===== config.mk =====
export PLATFORM = sky130hd
export DESIGN_NAME = execute_mem_storequeue_flat
export DESIGN_NICKNAME = d
export VERILOG_FILES = /design/src/rtl/execute_mem_pkg.sv /design/src/rtl/execute_mem_storequeue_if.sv /design/src/rtl/execute_mem_sq_fwd.sv /design/src/rtl/execute_mem_storequeue.sv /design/src/flat_wrapper.sv
export SDC_FILE = /design/constraint.sdc
export NUM_CORES = 1
export LEC_CHECK = 0
export ABC_AREA = 1
export BUFFER_PORTS_ARGS = -buffer_cell sky130_fd_sc_hd__buf_2
export CAP_MARGIN = 20
export CORE_ASPECT_RATIO = 0.75
export CORE_UTILIZATION = 35
export CTS_CLUSTER_DIAMETER = 50
export CTS_CLUSTER_SIZE = 24
export DETAILED_ROUTE_END_ITERATION = 6
export PLACE_DENSITY_LB_ADDON = 0.25
export SLEW_MARGIN = 20
export SYNTH_ARGS = -nofsm -noshare
export SYNTH_HDL_FRONTEND = slang
export SYNTH_SLANG_ARGS = --single-unit

===== constraint.sdc =====
create_clock -name clk -period 46.7 [get_ports clk]
set_input_delay 9.34 -clock clk [delete_from_list [all_inputs] [get_ports clk]]
set_output_delay 9.34 -clock clk [all_outputs]
set_load 0.02 [all_outputs]

===== src/rtl/execute_mem_pkg.sv =====
// Shared memory-pipe definitions: width codes, store-queue entry and the
// strobe/data replication used by the store queue and post-commit buffer.
package execute_mem_pkg;

   localparam int SQ_ADDR_W = 32;
   localparam int NUM_LANES = 4;

   localparam logic [1:0] LSWIDTH_BYTE = 2'b00;
   localparam logic [1:0] LSWIDTH_HALF = 2'b01;
   localparam logic [1:0] LSWIDTH_WORD = 2'b10;

   typedef struct packed {
      logic [SQ_ADDR_W-1:0] addr;
      logic [NUM_LANES-1:0] strb;
      logic [1:0]           lswidth;
      logic [31:0]          data;
      logic                 uncached;
   } sq_entry_t;

   typedef struct packed {
      logic [NUM_LANES-1:0] strb;
      logic [31:0]          data;
   } sq_lane_t;

   // Reserved width code 11 falls into the word case.
   function automatic sq_lane_t sq_replicate(input logic [1:0]  lswidth,
                                             input logic [1:0]  alo,
                                             input logic [31:0] d);
      sq_lane_t r;
      case (lswidth)
         LSWIDTH_BYTE: begin
            r.strb = 4'b0001 << alo;
            r.data = {4{d[7:0]}};
         end
         LSWIDTH_HALF: begin
            r.strb = alo[1] ? 4'b1100 : 4'b0011;
            r.data = {2{d[15:0]}};
         end
         default: begin
            r.strb = 4'b1111;
            r.data = d;
         end
      endcase
      return r;
   endfunction

endpackage


===== src/rtl/execute_mem_storequeue_if.sv =====
// Store-queue bus: enqueue, commit, flush, drain handshake and forwarding query.
interface execute_mem_storequeue_if #(
   parameter int DEPTH  = 8,
   parameter int ADDR_W = 32
);
   logic                     bco_valid;
   logic                     enq_valid;
   logic                     enq_ready;
   logic [ADDR_W-1:0]        enq_addr;
   logic [1:0]               enq_lswidth;
   logic [31:0]              enq_data;
   logic                     enq_uncached;
   logic                     cmt_en;
   logic                     cmt_valid;
   logic                     drain_valid;
   logic                     drain_ready;
   logic [ADDR_W-1:0]        drain_addr;
   logic [3:0]               drain_strb;
   logic [1:0]               drain_lswidth;
   logic [31:0]              drain_data;
   logic                     drain_uncached;
   logic [ADDR_W-1:0]        q_addr;
   logic [3:0]               qout_strb;
   logic [31:0]              qout_data;
   logic [$clog2(DEPTH):0]   count;

   modport master (
      output bco_valid, enq_valid, enq_addr, enq_lswidth, enq_data, enq_uncached,
             cmt_en, drain_ready, q_addr,
      input  enq_ready, cmt_valid, drain_valid, drain_addr, drain_strb, drain_lswidth,
             drain_data, drain_uncached, qout_strb, qout_data, count
   );

   modport slave (
      input  bco_valid, enq_valid, enq_addr, enq_lswidth, enq_data, enq_uncached,
             cmt_en, drain_ready, q_addr,
      output enq_ready, cmt_valid, drain_valid, drain_addr, drain_strb, drain_lswidth,
             drain_data, drain_uncached, qout_strb, qout_data, count
   );
endinterface


===== src/rtl/execute_mem_sq_fwd.sv =====
// Age-ordered youngest-match byte selector for store-to-load forwarding.
// Only built when EXECUTE_MEM_SQ_FORWARD_EN is defined.
`ifdef EXECUTE_MEM_SQ_FORWARD_EN
module execute_mem_sq_fwd
   import execute_mem_pkg::*;
#(
   parameter int DEPTH  = 8,
   parameter int ADDR_W = 32
) (
   input  sq_entry_t [DEPTH-1:0]            ents_i,
   input  logic [$clog2(DEPTH):0]           head_i,
   input  logic [$clog2(DEPTH):0]           tail_i,
   input  logic [ADDR_W-1:0]                q_addr_i,
   output logic [NUM_LANES-1:0]             strb_o,
   output logic [NUM_LANES-1:0][7:0]        data_o
);
   localparam int IW = $clog2(DEPTH);
   localparam int PW = IW + 1;

   logic [PW-1:0]              occ;
   logic [SQ_ADDR_W-1:0]       qa;
   logic [DEPTH-1:0]           hit;
   logic [DEPTH-1:0][IW-1:0]   ord;
   logic                       unused_bits;

   assign occ = tail_i - head_i;
   assign qa  = SQ_ADDR_W'(q_addr_i);

   // ord[g] is the g-th oldest slot; hit only for live, cached, same-word entries.
   for (genvar g = 0; g < DEPTH; g++) begin : g_age
      assign ord[g] = head_i[IW-1:0] + IW'(g);
      assign hit[g] = (PW'(g) < occ) && !ents_i[ord[g]].uncached &&
                      (ents_i[ord[g]].addr[SQ_ADDR_W-1:2] == qa[SQ_ADDR_W-1:2]);
   end

   // Younger matches overwrite older ones as the scan walks forward in age.
   for (genvar l = 0; l < NUM_LANES; l++) begin : g_lane
      logic       ls;
      logic [7:0] ld;
      always_comb begin
         ls = 1'b0;
         ld = '0;
         for (int g = 0; g < DEPTH; g++) begin
            if (hit[g] && ents_i[ord[g]].strb[l]) begin
               ls = 1'b1;
               ld = ents_i[ord[g]].data[8*l +: 8];
            end
         end
      end
      assign strb_o[l] = ls;
      assign data_o[l] = ld;
   end

   always_comb begin
      unused_bits = ^qa[1:0];
      for (int i = 0; i < DEPTH; i++)
         unused_bits = unused_bits ^ (^{ents_i[i].lswidth, ents_i[i].addr[1:0]});
   end

endmodule
`endif


===== src/rtl/execute_mem_storequeue.sv =====
// In-order speculative store queue with commit pointer, drain handshake and
// flush. EXECUTE_MEM_SQ_FORWARD_EN adds registered store-to-load forwarding.
module execute_mem_storequeue
   import execute_mem_pkg::*;
#(
   parameter int DEPTH  = 8,
   parameter int ADDR_W = 32
) (
   input  logic                     clk,
   input  logic                     reset,
   execute_mem_storequeue_if.slave  sq
);
   localparam int IW = $clog2(DEPTH);
   localparam int PW = IW + 1;

   logic [PW-1:0]          head_q, head_d, cptr_q, cptr_d, tail_q, tail_d;
   logic [PW-1:0]          occ;
   sq_entry_t [DEPTH-1:0]  ent_q;
   sq_entry_t              enq_ent, drn_ent;
   sq_lane_t               enq_lane;
   logic                   do_enq, do_cmt, do_drn;

   assign occ             = tail_q - head_q;
   assign sq.count        = occ;
   assign sq.enq_ready    = (occ != PW'(DEPTH));
   assign sq.cmt_valid    = (cptr_q != tail_q);
   assign sq.drain_valid  = (head_q != cptr_q);

   assign drn_ent           = ent_q[head_q[IW-1:0]];
   assign sq.drain_addr     = ADDR_W'(drn_ent.addr);
   assign sq.drain_strb     = drn_ent.strb;
   assign sq.drain_lswidth  = drn_ent.lswidth;
   assign sq.drain_data     = drn_ent.data;
   assign sq.drain_uncached = drn_ent.uncached;

   always_comb begin
      enq_lane = sq_replicate(sq.enq_lswidth, sq.enq_addr[1:0], sq.enq_data);
      enq_ent  = '{addr:     SQ_ADDR_W'(sq.enq_addr),
                   strb:     enq_lane.strb,
                   lswidth:  sq.enq_lswidth,
                   data:     enq_lane.data,
                   uncached: sq.enq_uncached};
   end

   // A flush rewinds tail to the post-commit cptr, so a same-cycle enqueue is lost.
   always_comb begin
      do_enq = sq.enq_valid & sq.enq_ready & ~sq.bco_valid;
      do_cmt = sq.cmt_en & sq.cmt_valid;
      do_drn = sq.drain_valid & sq.drain_ready;
      head_d = head_q + PW'(do_drn);
      cptr_d = cptr_q + PW'(do_cmt);
      tail_d = sq.bco_valid ? cptr_d : tail_q + PW'(do_enq);
   end

   always_ff @(posedge clk or posedge reset) begin
      if (reset) begin
         head_q <= '0;
         cptr_q <= '0;
         tail_q <= '0;
         ent_q  <= '0;
      end else begin
         head_q <= head_d;
         cptr_q <= cptr_d;
         tail_q <= tail_d;
         if (do_enq) ent_q[tail_q[IW-1:0]] <= enq_ent;
      end
   end

`ifdef EXECUTE_MEM_SQ_FORWARD_EN
   logic [NUM_LANES-1:0]        fwd_strb, qstrb_q;
   logic [NUM_LANES-1:0][7:0]   fwd_data, qdata_q;

   execute_mem_sq_fwd #(
      .DEPTH  (DEPTH),
      .ADDR_W (ADDR_W)
   ) u_fwd (
      .ents_i   (ent_q),
      .head_i   (head_q),
      .tail_i   (tail_q),
      .q_addr_i (sq.q_addr),
      .strb_o   (fwd_strb),
      .data_o   (fwd_data)
   );

   always_ff @(posedge clk or posedge reset) begin
      if (reset) begin
         qstrb_q <= '0;
         qdata_q <= '0;
      end else begin
         qstrb_q <= fwd_strb;
         qdata_q <= fwd_data;
      end
   end

   assign sq.qout_strb = qstrb_q;
   assign sq.qout_data = qdata_q;
`else
   logic unused_qaddr;
   assign unused_qaddr = ^sq.q_addr;
   assign sq.qout_strb = '0;
   assign sq.qout_data = '0;
`endif

endmodule


===== src/flat_wrapper.sv =====
// flat-port wrapper written by rule: the top's interface ports become plain ports
module execute_mem_storequeue_flat import execute_mem_pkg::*;
#(
   parameter int DEPTH  = 8,
   parameter int ADDR_W = 32
)
  (clk, reset, sq_bco_valid, sq_enq_valid, sq_enq_addr, sq_enq_lswidth, sq_enq_data, sq_enq_uncached, sq_cmt_en, sq_drain_ready, sq_q_addr, sq_enq_ready, sq_cmt_valid, sq_drain_valid, sq_drain_addr, sq_drain_strb, sq_drain_lswidth, sq_drain_data, sq_drain_uncached, sq_qout_strb, sq_qout_data, sq_count);
  execute_mem_storequeue_if #(.DEPTH(DEPTH), .ADDR_W(ADDR_W)) sq_i ();
  input  logic clk;
  input  logic reset;
  input wire logic [$bits(sq_i.bco_valid)-1:0] sq_bco_valid;
  input wire logic [$bits(sq_i.enq_valid)-1:0] sq_enq_valid;
  input wire logic [$bits(sq_i.enq_addr)-1:0] sq_enq_addr;
  input wire logic [$bits(sq_i.enq_lswidth)-1:0] sq_enq_lswidth;
  input wire logic [$bits(sq_i.enq_data)-1:0] sq_enq_data;
  input wire logic [$bits(sq_i.enq_uncached)-1:0] sq_enq_uncached;
  input wire logic [$bits(sq_i.cmt_en)-1:0] sq_cmt_en;
  input wire logic [$bits(sq_i.drain_ready)-1:0] sq_drain_ready;
  input wire logic [$bits(sq_i.q_addr)-1:0] sq_q_addr;
  output wire logic [$bits(sq_i.enq_ready)-1:0] sq_enq_ready;
  output wire logic [$bits(sq_i.cmt_valid)-1:0] sq_cmt_valid;
  output wire logic [$bits(sq_i.drain_valid)-1:0] sq_drain_valid;
  output wire logic [$bits(sq_i.drain_addr)-1:0] sq_drain_addr;
  output wire logic [$bits(sq_i.drain_strb)-1:0] sq_drain_strb;
  output wire logic [$bits(sq_i.drain_lswidth)-1:0] sq_drain_lswidth;
  output wire logic [$bits(sq_i.drain_data)-1:0] sq_drain_data;
  output wire logic [$bits(sq_i.drain_uncached)-1:0] sq_drain_uncached;
  output wire logic [$bits(sq_i.qout_strb)-1:0] sq_qout_strb;
  output wire logic [$bits(sq_i.qout_data)-1:0] sq_qout_data;
  output wire logic [$bits(sq_i.count)-1:0] sq_count;
  assign sq_i.bco_valid = sq_bco_valid;
  assign sq_i.enq_valid = sq_enq_valid;
  assign sq_i.enq_addr = sq_enq_addr;
  assign sq_i.enq_lswidth = sq_enq_lswidth;
  assign sq_i.enq_data = sq_enq_data;
  assign sq_i.enq_uncached = sq_enq_uncached;
  assign sq_i.cmt_en = sq_cmt_en;
  assign sq_i.drain_ready = sq_drain_ready;
  assign sq_i.q_addr = sq_q_addr;
  assign sq_enq_ready = sq_i.enq_ready;
  assign sq_cmt_valid = sq_i.cmt_valid;
  assign sq_drain_valid = sq_i.drain_valid;
  assign sq_drain_addr = sq_i.drain_addr;
  assign sq_drain_strb = sq_i.drain_strb;
  assign sq_drain_lswidth = sq_i.drain_lswidth;
  assign sq_drain_data = sq_i.drain_data;
  assign sq_drain_uncached = sq_i.drain_uncached;
  assign sq_qout_strb = sq_i.qout_strb;
  assign sq_qout_data = sq_i.qout_data;
  assign sq_count = sq_i.count;
  execute_mem_storequeue #(.DEPTH(DEPTH), .ADDR_W(ADDR_W)) u_core (.clk(clk), .reset(reset), .sq(sq_i));
endmodule

==> summary.md <==
| Metric | Value |
|---|---|
| Kind of start point of the critical path | register |
| RSZ-0062 raised after global routing | false |
| Sequential element share of the synthesized area | 0.492 |
| Remaining max-slew budget at the tightest pin | 0.266 |
| Floorplan row count | about 90 |
| Area Overhead vs Synth | 12.0% |
| Number of buffer cells added on primary ports | 150 |
| Hold WC Path Type | reg -> reg |
| Wirelength, routed | 107000 um |
| Number of buffers on the longest clock path | 3 |
| Share of flip-flops with an asynchronous set or reset | 1.00 |
| Kind of critical path | reg -> out |
| Number of endpoints with negative hold slack in the final report | 0 |
| Routed length on met3 | between 8000 and 9000 um |
| Iteration-0 DRC Markers | ~2900 |
| Cell Pwr Density | between 80 and 90 nW/um^2 |
| Maximum vdd ir drop | between 0.06 and 0.07 mV |
| Core outline area | between 80000 and 90000 um^2 |
| Vias in the first global route | roughly 26000 |
| Required @ worst endpoint | ~37 ns |
| Cell types occupying the most area after synthesis | sky130_fd_sc_hd__dfrtp_1, sky130_fd_sc_hd__nand2_1, sky130_fd_sc_hd__nand4_1 |
| GRT Resource Usage Total | 0.249 |
| Die outline width | between 300 and 400 um |
| Detail Placement HPWL | between 50000 and 60000 um |
| Share of the synthesized area in the top cell type | 0.492 |
| Later-pin clock latency in the skew report | 0.63 ns |
| Distinct cell type count after synthesis | 30 |
| GP Congestion | about 0.79 |
| Max-capacitance violation count | 0 |
| Result of the run | completed |
| Post-synthesis instance total | between 3000 and 4000 |
| Critical Path Max Stage Delay | about 1 ns |
| # nets final | between 3000 and 4000 |
| Metal-1 WL | a little under 50000 um |
| Number of antenna violations at the first check in global routing | 9 |
| Leakage | approximately 17 nW |
| FF+latch count, synth | 580 |
| Number of buffers inserted for hold repair after clock tree synthesis | 0 |
| DR vias | around 27000 |
| Chip Height | around 250 um |
| Final critical-path required period | around 14 ns |
| Final setup violation count | 0 |
| Residual overflow from global routing | 0 |
| Average instance area after synthesis | 7.70 um^2 |
| Clock tree from TritonCTS | done |
| Boundary Pins | about 220 |
| Tcrit/Tclk final | 0.292 |
| Clock sink total | 580 |
| WL per Instance | between 20 and 25 um |
| Slew Viols, Final | 0 |
| Sort of element at the end of the critical path | primary output |
| Clock-pin slew on the worst setup and hold paths | ~0.060 ns |
| Number of nets with antenna violations after detailed routing | 0 |
| Setup Skew | ~0.017 ns |
| Transition at the pin with the smallest max-transition slack | ~1.1 ns |
| YS warnings | 0 |
| Die Footprint | around 85000 um^2 |
| Cts repair resizes | 0 |
| Count of TritonRoute iterations in the first routing pass | 5 |
| Number of enable flip-flop cells after synthesis | 0 |
| Starting utilization of the core area | 0.356 |
| CP Max Fanout | 76 |
| CTS H-tree lvls | 3 |
| Setup TNS | 0 ns |
| Leading register cell type out of synthesis | sky130_fd_sc_hd__dfrtp_1 |
| Cell with the largest stage delay on the worst path | sky130_fd_sc_hd__dfrtp_4 |
| Critical path cell sequence | buf_4 > buf_4 > o21ai_0 > o22ai_1 > nand2_1 > nand2_1 > buf_2 |
| Clock Tree Root | sky130_fd_sc_hd__clkbuf_16 |
| Endpoint arrival time on the critical path | between 4 and 5 ns |
| Wire length of the first global-routing pass | roughly 160000 um |
| Avg Vias per Cell | between 5 and 6 |
| Maximum operating frequency | approximately 73 MHz |
| Total setup buffers inserted after CTS | 0 |
| WL met2 | about 48000 um |
| Pin count of the biggest net entering global routing | ~190 |
| Max layer used | met5 |
| Post-route DRC violation count | 0 |
| Synthesized cell area | between 20000 and 30000 um^2 |
| Biggest area consumer among synthesized cells | sky130_fd_sc_hd__dfrtp_1 |
| Cell Count, Final, Fillers Out | about 4900 |
| CTS Buf Count | 76 |
| Share of post-route cells with drive strength above 1 | 0.0959 |
| Count of placed standard cells including taps | 4744 |
-- sequential cells by signal, summed over array words and instances, names as in the netlist --
register	flops
u_core.head_q	4
u_core.cptr_q	4
u_core.ent_q	568
u_core.tail_q	4
-- report_power, final --
part	internal, mW	switching [mW]
sequential	0.728	0.151
combinational	0.335	0.869
clock	0.370	0.250
-- synth_stat cells, types with 2 or more instances --
master,instances
sky130_fd_sc_hd__o21ai_0,293
sky130_fd_sc_hd__clkbuf_1,206
sky130_fd_sc_hd__inv_1,17
sky130_fd_sc_hd__nand2_1,1422
sky130_fd_sc_hd__o21ai_1,4
sky130_fd_sc_hd__nor3_4,3
sky130_fd_sc_hd__inv_2,4
sky130_fd_sc_hd__o22ai_1,142
sky130_fd_sc_hd__buf_2,129
sky130_fd_sc_hd__buf_4,40
sky130_fd_sc_hd__a21boi_0,2
sky130_fd_sc_hd__nand4_1,569
sky130_fd_sc_hd__nand3_1,20
sky130_fd_sc_hd__buf_1,29
sky130_fd_sc_hd__xor2_1,10
sky130_fd_sc_hd__nor3_2,3
sky130_fd_sc_hd__ha_1,9
sky130_fd_sc_hd__dfrtp_1,580
sky130_fd_sc_hd__nand3_2,2
sky130_fd_sc_hd__nor2_2,2
sky130_fd_sc_hd__a21oi_1,3
sky130_fd_sc_hd__nor3_1,2
sky130_fd_sc_hd__nor2_1,298
sky130_fd_sc_hd__clkbuf_2,31
-- final timing paths --
check,startpoint,end,slack [ns],cells after the start
worst min-delay path,u_core.ent_q[381],u_core.ent_q[381],0.46,2
max in group asynchronous,reset,u_core.head_q[2],34.72,5
worst max register to register,u_core.head_q[0],u_core.ent_q[491],41.04,12
worst min register to register,u_core.ent_q[381],u_core.ent_q[381],0.46,2
min in group asynchronous,reset,u_core.ent_q[543],8.86,2
worst max-delay path,u_core.head_q[0],sq_drain_addr[31],33.06,7
-- layout make-up --
cell class / count / area [um^2]
fillers: 8445 / 49800
flip-flops and latches: 580 / 14500
multi-input cells: 2825 / 13200
clock buffers: 88 / 2040
well taps: 1116 / 1400
repair buffers: 202 / 1180
clock inverters: 47 / 618
inverters: 21 / 98.8
diodes: 2 / 5.00
-- cells in the final DEF, fill, tap and decap left out, types with 14 or more instances in the layout --
cell,count
sky130_fd_sc_hd__inv_1,14
sky130_fd_sc_hd__o21ai_0,293
sky130_fd_sc_hd__nand4_1,569
sky130_fd_sc_hd__o22ai_1,142
sky130_fd_sc_hd__buf_4,49
sky130_fd_sc_hd__nand2_1,1422
sky130_fd_sc_hd__conb_1,36
sky130_fd_sc_hd__buf_2,150
sky130_fd_sc_hd__clkbuf_16,77
sky130_fd_sc_hd__nor2_1,298
sky130_fd_sc_hd__dfrtp_1,577
-- worst max-delay path: cells and delay by family, from the launching register on --
kind,cells,cell delay (ns)
buf+inv,3,1.81
simple gates,2,0.27
flops,1,1.02
compound gates,2,0.43
-- routing by layer --
layer	vias to the layer above	global-route usage
li1	12674	-
met4	12	0.0647
met3	171	0.0547
met5	-	0
met2	1017	0.380
met1	13341	0.356
-- cells by family (layout without fill, tap and decap cells) --
kind of cell,count (synthesis),after routing,share of synthesized area
AND/OR/NAND/NOR,2324,2324,0.348
buffers and inverters,456,358,0.0700
adder cells (fa/ha/maj),10,10,0.00450
other,1,38,0.000127
flip-flops,580,580,0.492
AO/OA/AOI/OAI,444,444,0.0816
XOR/XNOR,11,11,0.00327
-- stage by stage --
stage	hold WS, ns	worst slack (ns)	utilization	power, mW	area, um^2
2_1_floorplan	0.437	21.13	-	1.68	29600
3_3_place_gp	0.448	33.73	0.367	2.07	30400
6_report	0.462	33.06	0.399	2.70	33000
4_1_cts	0.466	33.14	0.399	2.70	33000
5_1_grt	0.477	32.92	0.399	2.89	33000
3_5_place_dp	0.453	33.73	0.367	2.08	30400
No activity file was read; power rests on OpenSTA's default activity.
